$ cat config.mk
export PLATFORM = sky130hd
export DESIGN_NAME = rf_wb_arbiter_flat
export DESIGN_NICKNAME = d
export VERILOG_FILES = /design/src/rtl/rf_wb_arbiter_pkg.sv /design/src/rtl/rf_wb_arbiter_if.sv /design/src/rtl/rf_wb_fifo.sv /design/src/rtl/rf_wb_arbiter.sv /design/src/flat_wrapper.sv
export SDC_FILE = /design/constraint.sdc
export NUM_CORES = 1
export LEC_CHECK = 0
export CAP_MARGIN = 15
export CELL_PAD_IN_SITES_DETAIL_PLACEMENT = 1
export CELL_PAD_IN_SITES_GLOBAL_PLACEMENT = 2
export CORE_MARGIN = 8
export CORE_UTILIZATION = 29
export CTS_CLUSTER_SIZE = 12
export DETAILED_ROUTE_END_ITERATION = 12
export PLACE_DENSITY_LB_ADDON = 0.1
export SYNTH_ARGS = -nofsm -noshare
export SYNTH_HDL_FRONTEND = slang
export SYNTH_SLANG_ARGS = --single-unit
$ cat constraint.sdc
create_clock -name clk -period 4.27 [get_ports clk]
set_clock_uncertainty 0.2 [all_clocks]
set_input_delay 1.281 -clock clk [delete_from_list [all_inputs] [get_ports clk]]
set_output_delay 1.281 -clock clk [all_outputs]
set_load 0.05 [all_outputs]
$ cat src/rtl/rf_wb_arbiter_pkg.sv
// Shared types and defaults for the register-file writeback arbiter.
package rf_pkg;

  localparam int REG_ADDR_W           = 5;
  localparam int NUM_REGS             = 32;
  localparam int XLEN_DEFAULT         = 32;
  localparam int FIFO_DEPTH_DEFAULT   = 2;
  localparam int STARVE_LIMIT_DEFAULT = 4;

  // One buffered writeback from the multi-cycle unit.
  typedef struct packed {
    logic [REG_ADDR_W-1:0]   addr;
    logic [XLEN_DEFAULT-1:0] data;
  } wb_entry_t;

  // Register x0 is hardwired to zero and never written.
  function automatic logic is_x0(input logic [REG_ADDR_W-1:0] addr);
    return addr == '0;
  endfunction

endpackage

$ cat src/rtl/rf_wb_arbiter_if.sv
// Writeback-side bus of the arbiter: pipeline result, multi-cycle result
// handshake, issue tracking, hazard outputs and the reg_file write port.
interface rf_wb_arbiter_if #(
  parameter int XLEN = rf_pkg::XLEN_DEFAULT
);
  import rf_pkg::*;

  // Source A: pipeline writeback.
  logic                  wb_valid;
  logic [REG_ADDR_W-1:0] wb_addr;
  logic [XLEN-1:0]       wb_data;
  // Source B: multi-cycle unit results.
  logic                  mc_valid;
  logic                  mc_ready;
  logic [REG_ADDR_W-1:0] mc_addr;
  logic [XLEN-1:0]       mc_data;
  // Issue of a B operation and the resulting hazard state.
  logic                  issue_valid;
  logic [REG_ADDR_W-1:0] issue_addr;
  logic [NUM_REGS-1:0]   busy_vec;
  logic                  pipe_stall;
  // reg_file write port.
  logic                  reg_wr;
  logic [REG_ADDR_W-1:0] waddr;
  logic [XLEN-1:0]       wdata;

  // Arbiter side.
  modport slave (
    input  wb_valid, wb_addr, wb_data,
    input  mc_valid, mc_addr, mc_data,
    input  issue_valid, issue_addr,
    output mc_ready, busy_vec, pipe_stall,
    output reg_wr, waddr, wdata
  );

  // Pipeline / reg_file side.
  modport master (
    output wb_valid, wb_addr, wb_data,
    output mc_valid, mc_addr, mc_data,
    output issue_valid, issue_addr,
    input  mc_ready, busy_vec, pipe_stall,
    input  reg_wr, waddr, wdata
  );

endinterface

$ cat src/rtl/rf_wb_fifo.sv
// Small synchronous FIFO of writeback entries. Pointers carry one extra
// wrap bit so full and empty are distinguishable without a counter.
module rf_wb_fifo
  import rf_pkg::*;
#(
  parameter int DEPTH = FIFO_DEPTH_DEFAULT
) (
  input  logic      clk,
  input  logic      reset,
  input  logic      push_i,
  input  wb_entry_t push_data_i,
  input  logic      pop_i,
  output logic      full_o,
  output logic      empty_o,
  output wb_entry_t head_o
);

  localparam int AW = $clog2(DEPTH);

  wb_entry_t     mem_q [DEPTH];
  logic [AW:0]   wr_ptr_q, wr_ptr_d;
  logic [AW:0]   rd_ptr_q, rd_ptr_d;
  logic          do_push;
  logic          do_pop;

  assign empty_o = (wr_ptr_q == rd_ptr_q);
  assign full_o  = (wr_ptr_q[AW] != rd_ptr_q[AW]) &&
                   (wr_ptr_q[AW-1:0] == rd_ptr_q[AW-1:0]);
  assign head_o  = mem_q[rd_ptr_q[AW-1:0]];

  assign do_push = push_i && !full_o;
  assign do_pop  = pop_i && !empty_o;

  // Advance each pointer by one on its own operation; wrap is implicit.
  always_comb begin
    wr_ptr_d = wr_ptr_q;
    rd_ptr_d = rd_ptr_q;
    if (do_push) wr_ptr_d = wr_ptr_q + (AW+1)'(1);
    if (do_pop)  rd_ptr_d = rd_ptr_q + (AW+1)'(1);
  end

  // Pointer registers; clearing them empties the FIFO.
  always_ff @(posedge clk or posedge reset) begin
    if (reset) begin
      wr_ptr_q <= '0;
      rd_ptr_q <= '0;
    end else begin
      wr_ptr_q <= wr_ptr_d;
      rd_ptr_q <= rd_ptr_d;
    end
  end

  // Entry storage written on push.
  // NOTE: storage is deliberately left without reset; empty pointers make
  // stale contents unobservable, and a reset here would block RAM mapping.
  always_ff @(posedge clk) begin
    if (do_push) mem_q[wr_ptr_q[AW-1:0]] <= push_data_i;
  end

endmodule

$ cat src/rtl/rf_wb_arbiter.sv
// Shares the single reg_file write port between the pipeline writeback
// (fixed priority, never stalled) and buffered multi-cycle results.
// Also tracks registers with outstanding multi-cycle results and raises an
// advisory stall when buffered results are starved of the port.
// XLEN must equal rf_pkg::XLEN_DEFAULT, the width of the buffered entries.
module rf_wb_arbiter
  import rf_pkg::*;
#(
  parameter int XLEN         = XLEN_DEFAULT,
  parameter int FIFO_DEPTH   = FIFO_DEPTH_DEFAULT,
  parameter int STARVE_LIMIT = STARVE_LIMIT_DEFAULT
) (
  input  logic        clk,
  input  logic        reset,
  rf_wb_arbiter_if.slave bus
);

  localparam int CNT_W = $clog2(STARVE_LIMIT + 1);
  localparam logic [CNT_W-1:0] CNT_MAX = CNT_W'(STARVE_LIMIT);

  // FIFO hookup.
  wb_entry_t push_entry;
  wb_entry_t fifo_head;
  logic      fifo_full;
  logic      fifo_empty;
  logic      push;
  logic      drain;

  // Write-port mux results.
  logic                  wr_en;
  logic [REG_ADDR_W-1:0] wr_addr;
  logic [XLEN-1:0]       wr_data;

  // State.
  logic [NUM_REGS-1:0] busy_q, busy_d;
  logic [CNT_W-1:0]    starve_cnt_q, starve_cnt_d;
  logic                pipe_stall_q, pipe_stall_d;

  // Ready depends only on occupancy, never on a same-cycle drain.
  assign bus.mc_ready = !fifo_full;
  // Results for x0 are accepted from B but discarded rather than buffered.
  assign push         = bus.mc_valid && !fifo_full && !is_x0(bus.mc_addr);
  assign push_entry   = '{addr: bus.mc_addr, data: bus.mc_data};

  rf_wb_fifo #(
    .DEPTH (FIFO_DEPTH)
  ) u_fifo (
    .clk         (clk),
    .reset       (reset),
    .push_i      (push),
    .push_data_i (push_entry),
    .pop_i       (drain),
    .full_o      (fifo_full),
    .empty_o     (fifo_empty),
    .head_o      (fifo_head)
  );

  // Write-port mux: A always owns the port when valid, else drain the head.
  // NOTE: every output gets a default first so no path leaves a latch.
  always_comb begin
    wr_en   = 1'b0;
    wr_addr = '0;
    wr_data = '0;
    drain   = 1'b0;
    if (bus.wb_valid) begin
      wr_en   = !is_x0(bus.wb_addr);
      wr_addr = bus.wb_addr;
      wr_data = bus.wb_data;
    end else if (!fifo_empty) begin
      drain   = 1'b1;
      wr_en   = 1'b1;
      wr_addr = fifo_head.addr;
      wr_data = fifo_head.data;
    end
  end

  assign bus.reg_wr = wr_en;
  assign bus.waddr  = wr_addr;
  assign bus.wdata  = wr_data;

  // Busy scoreboard next state: clear on drain, then set on issue so a
  // same-cycle issue to the drained register keeps it busy.
  always_comb begin
    busy_d = busy_q;
    if (drain) busy_d[fifo_head.addr] = 1'b0;
    if (bus.issue_valid && !is_x0(bus.issue_addr)) busy_d[bus.issue_addr] = 1'b1;
    busy_d[0] = 1'b0;
  end

  // Starvation counter and stall request next state.
  always_comb begin
    if (fifo_empty || drain) begin
      starve_cnt_d = '0;
    end else if (starve_cnt_q != CNT_MAX) begin
      starve_cnt_d = starve_cnt_q + CNT_W'(1);
    end else begin
      starve_cnt_d = starve_cnt_q;
    end
    pipe_stall_d = (starve_cnt_q == CNT_MAX) && !drain;
  end

  // All arbiter state registers.
  // NOTE: sequential state uses non-blocking assignment so every register
  // samples pre-edge values regardless of statement order.
  always_ff @(posedge clk or posedge reset) begin
    if (reset) begin
      busy_q       <= '0;
      starve_cnt_q <= '0;
      pipe_stall_q <= 1'b0;
    end else begin
      busy_q       <= busy_d;
      starve_cnt_q <= starve_cnt_d;
      pipe_stall_q <= pipe_stall_d;
    end
  end

  assign bus.busy_vec   = busy_q;
  assign bus.pipe_stall = pipe_stall_q;

endmodule

$ cat src/flat_wrapper.sv
// flat-port wrapper written by rule: the top's interface ports become plain ports
module rf_wb_arbiter_flat import rf_pkg::*;
#(
  parameter int XLEN         = XLEN_DEFAULT,
  parameter int FIFO_DEPTH   = FIFO_DEPTH_DEFAULT,
  parameter int STARVE_LIMIT = STARVE_LIMIT_DEFAULT
)
  (clk, reset, bus_wb_valid, bus_wb_addr, bus_wb_data, bus_mc_valid, bus_mc_addr, bus_mc_data, bus_issue_valid, bus_issue_addr, bus_mc_ready, bus_busy_vec, bus_pipe_stall, bus_reg_wr, bus_waddr, bus_wdata);
  rf_wb_arbiter_if #(.XLEN(XLEN)) bus_i ();
  input  logic clk;
  input  logic reset;
  input wire logic [$bits(bus_i.wb_valid)-1:0] bus_wb_valid;
  input wire logic [$bits(bus_i.wb_addr)-1:0] bus_wb_addr;
  input wire logic [$bits(bus_i.wb_data)-1:0] bus_wb_data;
  input wire logic [$bits(bus_i.mc_valid)-1:0] bus_mc_valid;
  input wire logic [$bits(bus_i.mc_addr)-1:0] bus_mc_addr;
  input wire logic [$bits(bus_i.mc_data)-1:0] bus_mc_data;
  input wire logic [$bits(bus_i.issue_valid)-1:0] bus_issue_valid;
  input wire logic [$bits(bus_i.issue_addr)-1:0] bus_issue_addr;
  output wire logic [$bits(bus_i.mc_ready)-1:0] bus_mc_ready;
  output wire logic [$bits(bus_i.busy_vec)-1:0] bus_busy_vec;
  output wire logic [$bits(bus_i.pipe_stall)-1:0] bus_pipe_stall;
  output wire logic [$bits(bus_i.reg_wr)-1:0] bus_reg_wr;
  output wire logic [$bits(bus_i.waddr)-1:0] bus_waddr;
  output wire logic [$bits(bus_i.wdata)-1:0] bus_wdata;
  assign bus_i.wb_valid = bus_wb_valid;
  assign bus_i.wb_addr = bus_wb_addr;
  assign bus_i.wb_data = bus_wb_data;
  assign bus_i.mc_valid = bus_mc_valid;
  assign bus_i.mc_addr = bus_mc_addr;
  assign bus_i.mc_data = bus_mc_data;
  assign bus_i.issue_valid = bus_issue_valid;
  assign bus_i.issue_addr = bus_issue_addr;
  assign bus_mc_ready = bus_i.mc_ready;
  assign bus_busy_vec = bus_i.busy_vec;
  assign bus_pipe_stall = bus_i.pipe_stall;
  assign bus_reg_wr = bus_i.reg_wr;
  assign bus_waddr = bus_i.waddr;
  assign bus_wdata = bus_i.wdata;
  rf_wb_arbiter #(.XLEN(XLEN), .FIFO_DEPTH(FIFO_DEPTH), .STARVE_LIMIT(STARVE_LIMIT)) u_core (.clk(clk), .reset(reset), .bus(bus_i));
endmodule
==> out/results.txt, run 1 <==
The relative slew slack was 0.269; the average detailed-routed wire length per instance was 17.8 um. For the finished layout, the period the worst path requires is 4.21 ns. For the largest net degree at the start of global routing, the log shows 59. Fill cells in the final layout number 1824. The first global-routing pass estimated 23.7 mm of wire. Post-CTS timing repair inserted 0 buffers for setup. The floorplan step defined a die boundary enclosing 0.0215 mm2. After detailed routing, the number of remaining DRC violations is 0. The tools report the clock sink count as 113. TritonCTS created 17 clock buffers.

The number of hold-repair buffers added at the cts stage is 0. For the fraction of the yosys area taken by sequential cells, the log shows 0.645. For this design the ratio of total power to cell area is 835 mW/mm2. Yosys attributes the largest share of cell area to edfxtp_1, dfrtp_1, nand2_1, mux2i_1, o21ai_0.

The worst setup path is captured at a primary output. Among all cell types in the netlist, the one instantiated most often is nand2_1. Data on the critical path is required at its endpoint by 2.79 ns. Measured along the y axis, the die boundary spans 147 um.

The overflow left after global routing is 0, and the number of instances resized during post-cts repair is 0. The placer congestion estimate came out at 0.766. The most frequently used flop master after synthesis was edfxtp_1. The tools report the total number of nets in the final design as 673. The boundary pin count was 156. The quantity of I/O buffers inserted on ports is 154. The starting density of the core was 0.292. The worst hold path belongs to the class register to register.

Hold timing on the final database bottoms out at a slack of 0.285 ns. Fraction of synthesized cell area taken by the top area cell type: 0.448. In this run the standard cell core region covers 0.0170 mm2.

The area overhead of the layout relative to synthesis is 46.7%, and the post-synthesis instance area is 0.00496 mm2. The run gives 0.41 ns as the insertion delay to the later sink of the worst-skew pair. Yosys mapped a number of flops with a built-in enable equal to 74.

CTS placed an instance of clkbuf_16 at the clock tree root. The worst-case IR drop observed on VDD is 0.000329 V. Yosys printed 0 warnings. The number of core rows is 48, and the global router's overall resource usage is 0.141.

Sum of routed wire length over all layers: 14.7 mm. The number of failing hold endpoints at the final stage was 0. For this run, the detailed router's first-pass iteration total came to 4. The DRC violation total after the first TritonRoute iteration came out at 123. The number of levels in the clock H-tree was 4; the synthesized instance count was 426. After detailed routing, the number of vias per cell comes to 4.61. The period utilization was 0.985; the fraction of synthesis flops using an asynchronous set or reset pin was 0.345.

At the worst endpoint, the arrival time is 2.72 ns. The flip-flop and latch count after synthesis is 113. The clock passes through at most 2 buffers.

The via count was 3807. The kind of critical path was input pin to primary output. Sorting the synthesized cells by how often they occur yields nand2_1, edfxtp_1, o21ai_0, dfrtp_1, mux2i_1. Post-DP HPWL: 10.7 mm. TritonCTS built the clock tree.

The initial antenna violation count came out at 0. Of all nets on the critical path, the largest fanout is 2. Derived from the worst setup path, the maximum achievable clock frequency is 238 MHz.

The chip width came out at 147 um. The run gives 0 as the number of antenna cells inserted. The mean instance size in the synthesized netlist was 11.6 um2; the count of max-cap constraint violations was 0. The biggest area contributor in the post-synthesis netlist is edfxtp_1.

Setup repair after global routing left no endpoint under its margin. After clock tree synthesis, the clock-pin slew on the worst setup and hold paths is 0.05 ns. Setup violations remaining at the end of the flow were counted as 0. The total power after layout is 6.08 mW, and the unique cell type count in the Yosys netlist is 39.

The analysis attributes to cell leakage a power of 2.85 nW. The flow ran to the end, and the final reports show no timing, DRC or antenna violations. The run gives 0 as the number of pins exceeding their max-slew limit in the final report. The share of post-route cells with drive strength above 1 came out at 0.137. Via count of the first global-routing pass: 4323. STA classifies the critical path startpoint as an input pin.

When the netlist entered floorplanning its net count stood at 512. The actual transition at the worst max-transition pin was 1.09 ns. The detail route stage leaves a number of antenna-violating nets equal to 0.
[area by class of cell]
class,count,area [um2],area share
clock buffers,17,425,0.0585
clock inverters,15,190,0.0261
inverters,5,18.8,0.00258
multi-input cells,290,1670,0.230
flip-flops and latches,113,3200,0.440
well taps,225,282,0.0387
repair buffers,160,1490,0.205
[cells in the final DEF, fill, tap and decap left out, types with 2 or more instances in the layout]
cell type / n
a21o_1: 3
a21oi_1: 3
a22o_1: 3
a22oi_1: 3
a32oi_1: 3
and2_1: 3
and3b_1: 3
buf_4: 44
bufinv_16: 4
clkbuf_16: 17
clkdlybuf4s50_1: 114
clkinv_1: 2
clkinv_2: 3
clkinvlp_4: 4
dfrtp_1: 38
edfxtp_1: 74
ha_1: 2
inv_1: 5
inv_6: 2
mux2i_1: 35
nand2_1: 100
nand2b_1: 4
nand3_1: 7
nor2_1: 15
nor2b_1: 9
nor3_1: 4
nor3b_1: 3
o211ai_1: 2
o21ai_0: 53
o21ai_1: 13
o221ai_1: 4
or4_1: 2
xnor2_1: 3
xor2_1: 3
[critical path, stage by stage]
cell and delay [ns]:
clkdlybuf4s50_1 0.42, or4_1 0.58, o21ai_1 0.15, nand2_1 0.08, buf_6 0.22
[worst paths after layout]
| check | slack [ns] | end | start | cells after the start |
|---|---|---|---|---|
| worst max-delay path | 0.06 | bus_reg_wr | bus_wb_addr[3] | 5 |
| min in group asynchronous | 1.22 | u_core.bus.busy_vec[10] | reset | 2 |
| worst min-delay path | 0.28 | u_core.u_fifo.wr_ptr_q[1] | u_core.u_fifo.wr_ptr_q[1] | 1 |
| worst min register to register | 0.28 | u_core.u_fifo.wr_ptr_q[1] | u_core.u_fifo.wr_ptr_q[1] | 1 |
| max in group asynchronous | 1.87 | u_core.bus.busy_vec[5] | reset | 3 |
| worst max register to register | 1.59 | u_core.bus.busy_vec[23] | u_core.u_fifo.rd_ptr_q[0] | 5 |
[registers in the layout, indices dropped and copies added (netlist names)]
name / flops
u_core.bus.pipe_stall: 1
u_core.u_fifo.rd_ptr_q: 2
u_core.bus.busy_vec: 31
u_core.starve_cnt_q: 3
u_core.u_fifo.mem_q: 74
u_core.u_fifo.wr_ptr_q: 2
[report_power, final]
group | internal (mW) | total, mW | switching [mW]
registers | 1.60 | 1.79 | 0.189
clock network | 0.970 | 1.47 | 0.495
logic | 0.874 | 2.82 | 1.94
total | 3.45 | 6.08 | 2.63
[per-stage QoR]
step / setup slack [ns] / setup TNS [ns] / area (um2) / cells / util
floorplan: -0.0312 / -0.498 / 4960 / 426 / -
global placement: 0.00706 / 0 / 6650 / 793 / 0.391
detailed placement: 0.0328 / 0 / 6650 / 793 / 0.391
CTS: 0.0195 / 0 / 7270 / 825 / 0.428
global route: 0.00602 / 0 / 7270 / 825 / 0.428
finish: 0.0641 / 0 / 7270 / 825 / 0.428
[cells by family (layout without fill, tap and decap cells)]
kind of cell	Yosys count	count (layout)	synth area share
buffers and inverters	23	197	0.0220
AOI/OAI and AO/OA	90	90	0.104
other	1	1	0.000756
xor gates and xnor gates	7	7	0.0139
adders and majority gates	2	2	0.00505
DFF	113	113	0.645
muxes	36	36	0.0729
and+or+nand+nor	154	154	0.136
[layer usage]
layer  up-vias  share of wire  GRT usage
met1      1841           0.43      0.163
met3        13          0.064     0.0526
met4         0          0.012     0.0479
met2        99           0.50      0.236
met5         -              0          0
li1       1854              -          -
Power figures use the tool's default switching activity.
==> run 2, diff against run 1 <==
--- a/config.mk
+++ b/config.mk
@@ -8,6 +8,7 @@
 export CAP_MARGIN = 15
 export CELL_PAD_IN_SITES_DETAIL_PLACEMENT = 1
 export CELL_PAD_IN_SITES_GLOBAL_PLACEMENT = 2
+export CORE_ASPECT_RATIO = 1.5
 export CORE_MARGIN = 8
 export CORE_UTILIZATION = 29
 export CTS_CLUSTER_SIZE = 12
==> out/results.txt, run 2 (same netlist as run 1, synthesis figures left out) <==
The flow ran to the end, and the final reports show no timing, DRC or antenna violations. The top cell types in the final layout, fill and taps aside, are clkdlybuf4s50_1, nand2_1, edfxtp_1. Leaving out fill and tap cells, the most frequent cell in the layout is clkdlybuf4s50_1.

The slowest stage of the critical path belongs to the cell or4_1. The first global-routing pass estimated 23.7 mm of wire. The starting density of the core was 0.296. For the insertion delay to the later sink of the worst-skew pair, the log shows 0.41 ns.

The run gives 4311 as the via count of the first global-routing pass. Cell internal power was estimated by the tool at 3.43 mW. Port buffering added 154 buffers. After detailed placement, the total cell area comes to 0.00673 mm2.

Data on the critical path is required at its endpoint by 2.79 ns. The final layout contains routed wiring with a total length of 15.4 mm. Detailed placement finished with a half-perimeter wire length of 11.7 mm. The worst setup path is captured at a primary output. In this run the count of I/O pins placed on the die edge is 156. For the number of buffers on the longest clock path, the log shows 2. The routed design uses 1.16 mm of met3 wire. The number of pins exceeding their max-slew limit in the final report is 0.

STA classifies the critical path startpoint as an input pin. TritonCTS built the clock tree. In this run the static leakage power is 2.89 nW.

The initial antenna violation count was 0. The critical path is of the input pin to primary output type. For the pin with the worst max-slew slack, the measured transition is 1.01 ns. For the number of failing hold endpoints at the final stage, the log shows 0.

Along the worst path, the maximum fanout reaches 2. Counting the buffers created by CTS gives 17. For this run the aggregate overflow at the end of global routing stands at 0. The worst path needs 4.18 ns of the cycle, external delays included. The first detailed-routing pass took 4 iterations. Summing internal, switching and leakage power gives 6.11 mW. For the global router's overall resource usage, the log shows 0.144.

The critical path contains buffers and inverters numbering 2 combined. The tools report the number of filler cells placed in the layout as 1828. The largest net degree at the start of global routing was 40. The number of nets with antenna violations after detailed routing came out at 0. In this run the worst hold path is classified as register to register.

The signal on the critical path passes through clkdlybuf4s50_1 > or4_1 > o21ai_0 > nand2_1 > buf_4. The die covers 0.0216 mm2. The average detailed-routed wire length per instance was 18.8 um. The number of cells on the worst reg-to-reg path is 3. The area overhead of the layout relative to synthesis was 48.1%. Setup violations remaining at the end of the flow were counted as 0. The top routing layer in use was met4. The height of the die was 176 um.

In this run the number of cells on the critical path is 5. The cell sitting at the root of the clock tree is a clkbuf_16. The routed layout has 3853 vias.

Count of max-cap constraint violations: 0. Kind of cell adding the most delay to the critical path: buffers and inverters. The combinational fraction of design power was 0.466; the clock sink count was 113.

The instance count along the most critical hold path is 1. The number of antenna cells inserted was 0. For the portion of total power attributed to sequential cells, the log shows 0.297. For this run, the slowest stage of the critical path takes 0.53 ns. The switching power summed over all nets came out at 2.68 mW.

The power per unit of standard cell area is 832 mW/mm2, and the arrival time at the worst endpoint is 2.70 ns. The H-tree was split into 4 levels. The area of the core was 0.0168 mm2.

Setup repair after global routing left no endpoint under its margin. The period utilization is 0.980, and the clock slew seen by the registers of the worst setup and hold paths is 0.05 ns. The flip-flop count of the largest register after layout was 74.

Detailed routing placed a total of 8.36 mm of wire on met2. The tools report the register area as 0.00320 mm2. After routing the design area is 0.00734 mm2. The detailed router finished its first iteration with 175 violations. After detailed routing, the number of remaining DRC violations is 0.

In the final layout, the multi-input gates occupy 0.00167 mm2. The tools report the maximum operating frequency as 239 MHz. The relative slew slack is 0.329, and the chip width is 123 um. The placer congestion estimate was 0.732. The share of post-route cells with drive strength above 1 was 0.147.

The worst-case IR drop observed on VDD is 0.000328 V. The clock network fraction of design power is 0.237. After detailed routing, the wire length on met1 is 5.65 mm. The switching part of the total was 0.438; the number of core rows was 58. After detailed routing, the number of vias per cell comes to 4.72. In the final design database the tool counted 680 nets.
-- run 2: worst reg2reg max path, cell delays in order, from the launching register on --
cell      delay [ns]
dfrtp_2         0.63
xor2_2          0.44
nand2b_1        0.23
o2111a_2        0.91
-- run 2: cell type report --
cell class,count,share of cell area
multi-input cells,290,0.228
inverters,5,0.00256
clock buffers,18,0.0585
repair buffers,167,0.215
well taps,210,0.0358
clock inverters,14,0.0245
flip-flops and latches,113,0.436
-- run 2: layer usage --
layer  up-vias  global-route usage
li1       1869                   -
met1      1852               0.144
met2       114               0.264
met3        18              0.0524
met4         0              0.0541
met5         -                   0
-- run 2: path summary, 6_finish.rpt --
| kind | endpoint | slack, ns | start |
|---|---|---|---|
| min in group asynchronous | u_core.bus.busy_vec[13] | 1.20 | reset |
| setup reg to reg | u_core.u_fifo.mem_q[1][27] | 1.46 | u_core.u_fifo.rd_ptr_q[0] |
| setup / recovery | bus_reg_wr | 0.09 | bus_wb_addr[2] |
| hold / removal | u_core.u_fifo.rd_ptr_q[1] | 0.28 | u_core.u_fifo.rd_ptr_q[1] |
| max in group asynchronous | u_core.bus.busy_vec[7] | 1.86 | reset |
| hold reg to reg | u_core.u_fifo.rd_ptr_q[1] | 0.28 | u_core.u_fifo.rd_ptr_q[1] |
-- run 2: timing repair --
action | 4_1_cts | 5_1_grt
setup endpoints to repair | 0 | 3
resized for setup | 0 | 3
hold buffers | 0 | 0
setup buffers | 0 | 0
-- run 2: per-stage QoR --
stage / std cells / setup TNS, ns / util / hold slack, ns / worst slack (ns)
after floorplan: 426 / -0.498 / - / 0.260 / -0.0312
after global placement: 785 / 0 / 0.401 / 0.274 / 0.115
after detailed placement: 785 / 0 / 0.401 / 0.279 / 0.0887
after CTS: 817 / 0 / 0.438 / 0.290 / 0.0864
after global routing: 817 / 0 / 0.438 / 0.308 / 0.0187
final: 817 / 0 / 0.438 / 0.284 / 0.0863
-- run 2: power groups by stage --
stage               sequential [mW]  combinational, mW  clock [mW]
floorplan                      2.29               1.37           0
global placement               1.82               2.85           0
detailed placement             1.84               2.89           0
CTS                            1.82               2.90        1.49
global route                   1.86               3.02        1.53
finish                         1.81               2.84        1.45
